<file path="config.mk">
export PLATFORM = sky130hd
export DESIGN_NAME = instr_dispatch_sequencer
export DESIGN_NICKNAME = d
export VERILOG_FILES = /design/src/rtl/instr_dispatch_sequencer.sv
export SDC_FILE = /design/constraint.sdc
export NUM_CORES = 1
export LEC_CHECK = 0
export CAP_MARGIN = 20
export CORE_MARGIN = 2
export CORE_UTILIZATION = 45
export DETAILED_ROUTE_END_ITERATION = 10
export GPL_TIMING_DRIVEN = 0
export PLACE_DENSITY_LB_ADDON = 0.25
export SETUP_SLACK_MARGIN = 0.2
export SLEW_MARGIN = 20
export SYNTH_ARGS = -nofsm -noshare
export SYNTH_HDL_FRONTEND = slang
export SYNTH_SLANG_ARGS = --single-unit
</file>
<file path="constraint.sdc">
create_clock -name clock -period 7.4 [get_ports clock]
set_input_delay 1.11 -clock clock [delete_from_list [all_inputs] [get_ports clock]]
set_output_delay 1.11 -clock clock [all_outputs]
set_load 0.01 [all_outputs]
</file>
<file path="src/rtl/instr_dispatch_sequencer.sv">
// Instruction dispatch sequencer: absorbs the FIFO word stream in a skid buffer,
// parses headers and routes header plus payload words to one of NUM_UNITS engines.
module instr_dispatch_sequencer #(
  parameter int NUM_UNITS  = 4,
  parameter int SKID_DEPTH = 4,
  parameter int LEN_W      = 16
) (
  input  logic                 clock,
  input  logic                 reset,
  input  logic [31:0]          in_data,
  input  logic                 in_valid,
  output logic                 in_ready,
  output logic [31:0]          unit_data,
  output logic [NUM_UNITS-1:0] unit_valid,
  output logic                 unit_sop,
  output logic                 unit_eop,
  input  logic [NUM_UNITS-1:0] unit_ready,
  input  logic [NUM_UNITS-1:0] unit_busy,
  output logic                 err_unit,
  output logic                 err_opcode,
  output logic                 err_overflow,
  output logic                 idle
);

  localparam int PTR_W = $clog2(SKID_DEPTH);
  localparam int OCC_W = PTR_W + 1;
  localparam logic [OCC_W-1:0] OCC_FULL    = OCC_W'(SKID_DEPTH);
  localparam logic [OCC_W:0]   READY_LIMIT = (OCC_W + 1)'(SKID_DEPTH - 1);

  localparam logic [3:0] OP_NOP      = 4'h0;
  localparam logic [3:0] OP_DISPATCH = 4'h1;
  localparam logic [3:0] OP_SYNC     = 4'h2;

  typedef enum logic [1:0] {ST_HDR, ST_PAYLOAD, ST_SYNC, ST_DROP} state_e;

  logic [31:0]      mem_q [SKID_DEPTH];
  logic [PTR_W-1:0] wr_ptr_q, wr_ptr_d;
  logic [PTR_W-1:0] rd_ptr_q, rd_ptr_d;
  logic [OCC_W-1:0] occ_q, occ_d;
  logic             in_flight_q, in_flight_d;
  logic             overflow_q, overflow_d;
  state_e           state_q, state_d;
  logic [3:0]       unit_q, unit_d;
  logic [LEN_W-1:0] remaining_q, remaining_d;

  logic                 head_valid;
  logic [31:0]          head;
  logic [3:0]           hdr_op;
  logic [3:0]           hdr_unit;
  logic [LEN_W-1:0]     hdr_len;
  logic                 hdr_unit_ok;
  logic                 push_ok;
  logic                 pop;
  logic [NUM_UNITS-1:0] valid_mask;
  logic                 sop, eop, err_u, err_op;

  function automatic logic [NUM_UNITS-1:0] unit_onehot(input logic [3:0] idx);
    logic [NUM_UNITS-1:0] oh;
    for (int u = 0; u < NUM_UNITS; u++) begin
      oh[u] = (idx == 4'(u));
    end
    return oh;
  endfunction

  assign head_valid  = (occ_q != '0);
  assign head        = mem_q[rd_ptr_q];
  assign hdr_op      = head[31:28];
  assign hdr_unit    = head[27:24];
  assign hdr_len     = head[LEN_W-1:0];
  assign hdr_unit_ok = ({1'b0, hdr_unit} < 5'(NUM_UNITS));

  // Ready budget counts the word the source may already have in flight.
  assign in_ready = ({1'b0, occ_q} + (OCC_W + 1)'(in_flight_q)) <= READY_LIMIT;

  // NOTE: every signal assigned in an always_comb gets a default first, so no
  // path through the case tree can leave it unassigned and infer a latch.
  always_comb begin
    pop         = 1'b0;
    valid_mask  = '0;
    sop         = 1'b0;
    eop         = 1'b0;
    err_u       = 1'b0;
    err_op      = 1'b0;
    state_d     = state_q;
    unit_d      = unit_q;
    remaining_d = remaining_q;

    unique case (state_q)
      ST_HDR: begin
        if (head_valid) begin
          unique case (hdr_op)
            OP_DISPATCH: begin
              if (hdr_unit_ok) begin
                valid_mask = unit_onehot(hdr_unit);
                sop        = 1'b1;
                eop        = (hdr_len == '0);
                pop        = |(unit_ready & valid_mask);
                if (pop && (hdr_len != '0)) begin
                  state_d     = ST_PAYLOAD;
                  unit_d      = hdr_unit;
                  remaining_d = hdr_len;
                end
              end else begin
                pop   = 1'b1;
                err_u = 1'b1;
                if (hdr_len != '0) begin
                  state_d     = ST_DROP;
                  remaining_d = hdr_len;
                end
              end
            end
            OP_SYNC: begin
              pop     = 1'b1;
              state_d = ST_SYNC;
            end
            OP_NOP: pop = 1'b1;
            default: begin
              pop    = 1'b1;
              err_op = 1'b1;
            end
          endcase
        end
      end
      ST_PAYLOAD: begin
        if (head_valid) begin
          valid_mask = unit_onehot(unit_q);
          eop        = (remaining_q == LEN_W'(1));
          pop        = |(unit_ready & valid_mask);
          if (pop) begin
            remaining_d = remaining_q - LEN_W'(1);
            if (remaining_q == LEN_W'(1)) state_d = ST_HDR;
          end
        end
      end
      ST_DROP: begin
        if (head_valid) begin
          pop         = 1'b1;
          remaining_d = remaining_q - LEN_W'(1);
          if (remaining_q == LEN_W'(1)) state_d = ST_HDR;
        end
      end
      ST_SYNC: begin
        if (unit_busy == '0) state_d = ST_HDR;
      end
      default: state_d = ST_HDR;
    endcase
  end

  always_comb begin
    push_ok     = in_valid && (occ_q != OCC_FULL);
    overflow_d  = overflow_q | (in_valid && (occ_q == OCC_FULL));
    wr_ptr_d    = wr_ptr_q + PTR_W'(push_ok);
    rd_ptr_d    = rd_ptr_q + PTR_W'(pop);
    in_flight_d = in_ready;
    occ_d       = occ_q;
    if (push_ok && !pop)      occ_d = occ_q + OCC_W'(1);
    else if (!push_ok && pop) occ_d = occ_q - OCC_W'(1);
  end

  // NOTE: sequential state uses non-blocking assignments so every flop samples
  // the pre-edge values regardless of statement order.
  always_ff @(posedge clock) begin
    if (reset) begin
      wr_ptr_q    <= '0;
      rd_ptr_q    <= '0;
      occ_q       <= '0;
      in_flight_q <= 1'b0;
      overflow_q  <= 1'b0;
      state_q     <= ST_HDR;
      unit_q      <= '0;
      remaining_q <= '0;
    end else begin
      wr_ptr_q    <= wr_ptr_d;
      rd_ptr_q    <= rd_ptr_d;
      occ_q       <= occ_d;
      in_flight_q <= in_flight_d;
      overflow_q  <= overflow_d;
      state_q     <= state_d;
      unit_q      <= unit_d;
      remaining_q <= remaining_d;
    end
  end

  // NOTE: the storage array has no reset; occ_q gates every read, so stale
  // contents are never observed and the array can map to plain RAM.
  always_ff @(posedge clock) begin
    if (push_ok) mem_q[wr_ptr_q] <= in_data;
  end

  assign unit_data    = head;
  assign unit_valid   = valid_mask;
  assign unit_sop     = sop;
  assign unit_eop     = eop;
  assign err_unit     = err_u;
  assign err_opcode   = err_op;
  assign err_overflow = overflow_q;
  assign idle         = (occ_q == '0) && (state_q == ST_HDR) && (unit_busy == '0);

endmodule
</file>
==> impl_metrics.toml <==
[timing]
period_needed_ns = 4.93
rsz0062_at_grt = "false"
setup-violations-final = 0
hold_viol = 0
worstMarginPinSlew_ns = 0.788
period_share = 0.666
finalMaxSlewViolations = 0
max_freq_mhz = 203
worst_slew_margin_rel = 0.470
final.setup_skew_ns = 0.0125
setup_tns_ns = 0

[floorplanning]
core_um2 = 14600
dieArea_um2 = 16100
num_rows = 44
start_util = 0.464
io_pins = 86
die_w_um = 127
die_h_um = 127

[global_routing]
track_usage = 0.205
antenna_found_initial = 0
grt_max_degree = 28
grt_remaining_overflow = 0
grt_pass1_wl_um = 24700
grt_pass1_vias = 4352

[placed_design]
dp_hpwl_um = 10900
port_buffers = 85
gp_congestion = 0.876

[yosys]
synthAdderAreaFrac = 0.0121
synth_top_area_frac = 0.565
netlist_area_um2 = 6800
synth_edf_count = 128
netlist-cell-type-count = 61
synthXorXnorAreaFrac = 0.00515
avgSynthCellArea_um2 = 15.7
yosys-top-cells-area = "edfxtp_1 (57%), dfxtp_1 (9.1%), mux4_2 (7.3%)"
synthSimpleGateAreaFrac = 0.0981
ys_async_sr_fraction = 0
synthFlopType = "edfxtp_1"
synth_compound_area_frac = 0.0725
synthMuxAreaShare = 0.132
ys_warn_count = 0
synth_fp_nets = 482
synth_top_family_by_area = "multiplexers"
ys_seq_elements = 159
syn_inst = 433
yosysSeqAreaShare = 0.656
synth_top_area_cell = "edfxtp_1"

[finish]
fin_util = 0.585
multi_input_area_um2 = 2190
diodes = 0
syn_to_final_growth_pct = 26.0
final_common_cell = "edfxtp_1"
nFillCells = 1124
layout_common_cells = "edfxtp_1 (128), clkdlybuf4s50_1 (85), nor2_1 (34)"
layout.nets = 593
drive_gt1_frac = 0.148
regArea_um2 = 4460

[setup_path]
criticalPathCategory = "reg -> out"
critPathMaxFanout = 10
cp_top_family = "buffers and inverters"
cp-end-kind = "output port"
cpMaxStageDelayCell = "clkdlybuf4s50_1"
worst_ep_arrival_time_ns = 3.82
start_kind = "flip-flop"
slowest_delay_ns = 0.56
path_cells = "buf_2 > clkbuf_1 > buf_2 > mux4_2 > nor2_2 > nand2_1 > nor2_1 > nand2_1 > o21ai_0 > clkdlybuf4s50_1"
worst-path-buf-inv = 4
cp_data_required_time_ns = 6.29

[power]
power_density_nw_per_um2 = 371
vdd_ir_drop_max_mv = 0.152
p_leak_uw = 0.00288

[clock_network]
postCtsSetupRepairBufs = 0
cts_inserted_buffers = 17
cts_sinks = 159
cts_resized = 0
clkTransAtPathRegs_ns = 0.06
clk_latency_ns = 0.42
ctsHoldBuffers = 0
clk_path_buf_depth = 2
cts_tree = "built"
htreeDepth = 4
root_buffer = "clkbuf_16"

[route]
ant_nets = 0
wirelength_um = 15900
drt_iter0_drc = 419
vias = 4388
vias_per_cell = 5.94
drc = 0
routedWlPerCell_um = 21.5
dr.pass1.iters = 5

[job]
drv_cap = 0

[outcome]
outcome = "finished clean"

[min_path]
min-delay-path-class = "reg -> reg"
-- synth_stat cells (all sizes together) (4+ instances only) --
cell type / n
a21oi: 16
a221oi: 5
a31oi: 6
and2: 4
buf: 11
clkbuf: 12
dfxtp: 31
edfxtp: 128
ha: 5
inv: 7
mux2i: 8
mux4: 33
nand2: 16
nand2b: 8
nand3: 8
nand4: 5
nor2: 36
nor2b: 4
nor3: 10
nor4: 11
o211a: 4
o21ai: 7
o32ai: 4
or3: 7
-- stage by stage --
step	area (um^2)	total power [uW]	worst slack (ns)	hold slack (ns)	cells
final	8570	3180	2.47	0.475	739
after CTS	8570	3190	2.46	0.478	739
after detailed placement	7990	2330	2.94	0.465	709
after global placement	7880	2300	0.566	0.465	702
after floorplan	6800	1860	2.98	0.455	433
after global routing	8570	3330	2.17	0.509	739
-- registers in the layout, summed over array words and instances, names as in the netlist --
signal        count
mem_q           128
remaining_q      16
unit_q            4
occ_q             3
rd_ptr_q          2
state_q           2
wr_ptr_q          2
err_overflow      1
in_flight_q       1
-- worst register-to-register path: cells and delay by family, from the launching register on --
family | cells | cell delay (ns)
muxes | 1 | 0.39
buffers and inverters | 4 | 1.18
xor gates and xnor gates | 1 | 0.16
AOI/OAI and AO/OA | 3 | 0.58
DFF | 1 | 0.31
adders and majority gates | 2 | 0.60
and+or+nand+nor | 2 | 0.65
-- area by class of cell --
class,instances,area share
multi-input cells,244,0.256
flip-flops and latches,159,0.521
inverters,7,0.00307
plain buffers,23,0.0156
repair buffers,92,0.110
well taps,184,0.0269
clock buffers,19,0.0505
clock inverters,11,0.0167
-- kinds of logic (layout without fill, tap and decap cells) --
logic type,count (synthesis),count (layout)
DFF,159,159
and+or+nand+nor,123,123
AOI/OAI and AO/OA,67,67
muxes,44,44
buffers and inverters,30,152
adders and majority gates,6,6
xor gates and xnor gates,4,4
-- where the power goes --
part / switching [uW] / internal, uW / total, uW
clock network: 337 / 525 / 862
logic: 637 / 543 / 1180
registers: 56.6 / 1080 / 1130
total: 1030 / 2150 / 3180
-- layer usage --
metal / wire (um) / GRT usage / part of all wire / vias to the layer above
met5: 0 / 0 / 0 / -
met2: 7620 / 0.325 / 0.48 / 163
met3: 829 / 0.0447 / 0.052 / 26
met4: 345 / 0.0866 / 0.022 / 0
met1: 7120 / 0.276 / 0.45 / 2218
li1: - / - / - / 1981
-- final timing paths --
path	startpoint	endpoint	slack [ns]	cells past startpoint
max	rd_ptr_q[1]$_SDFF_PP0_	unit_valid[2]	2.47	10
min	err_overflow$_SDFF_PP0_	err_overflow$_SDFF_PP0_	0.47	2
max reg2reg	rd_ptr_q[1]$_SDFF_PP0_	occ_q[2]$_SDFFE_PP0P_	3.45	13
min reg2reg	err_overflow$_SDFF_PP0_	err_overflow$_SDFF_PP0_	0.47	2
Power figures use the tool's default switching activity.
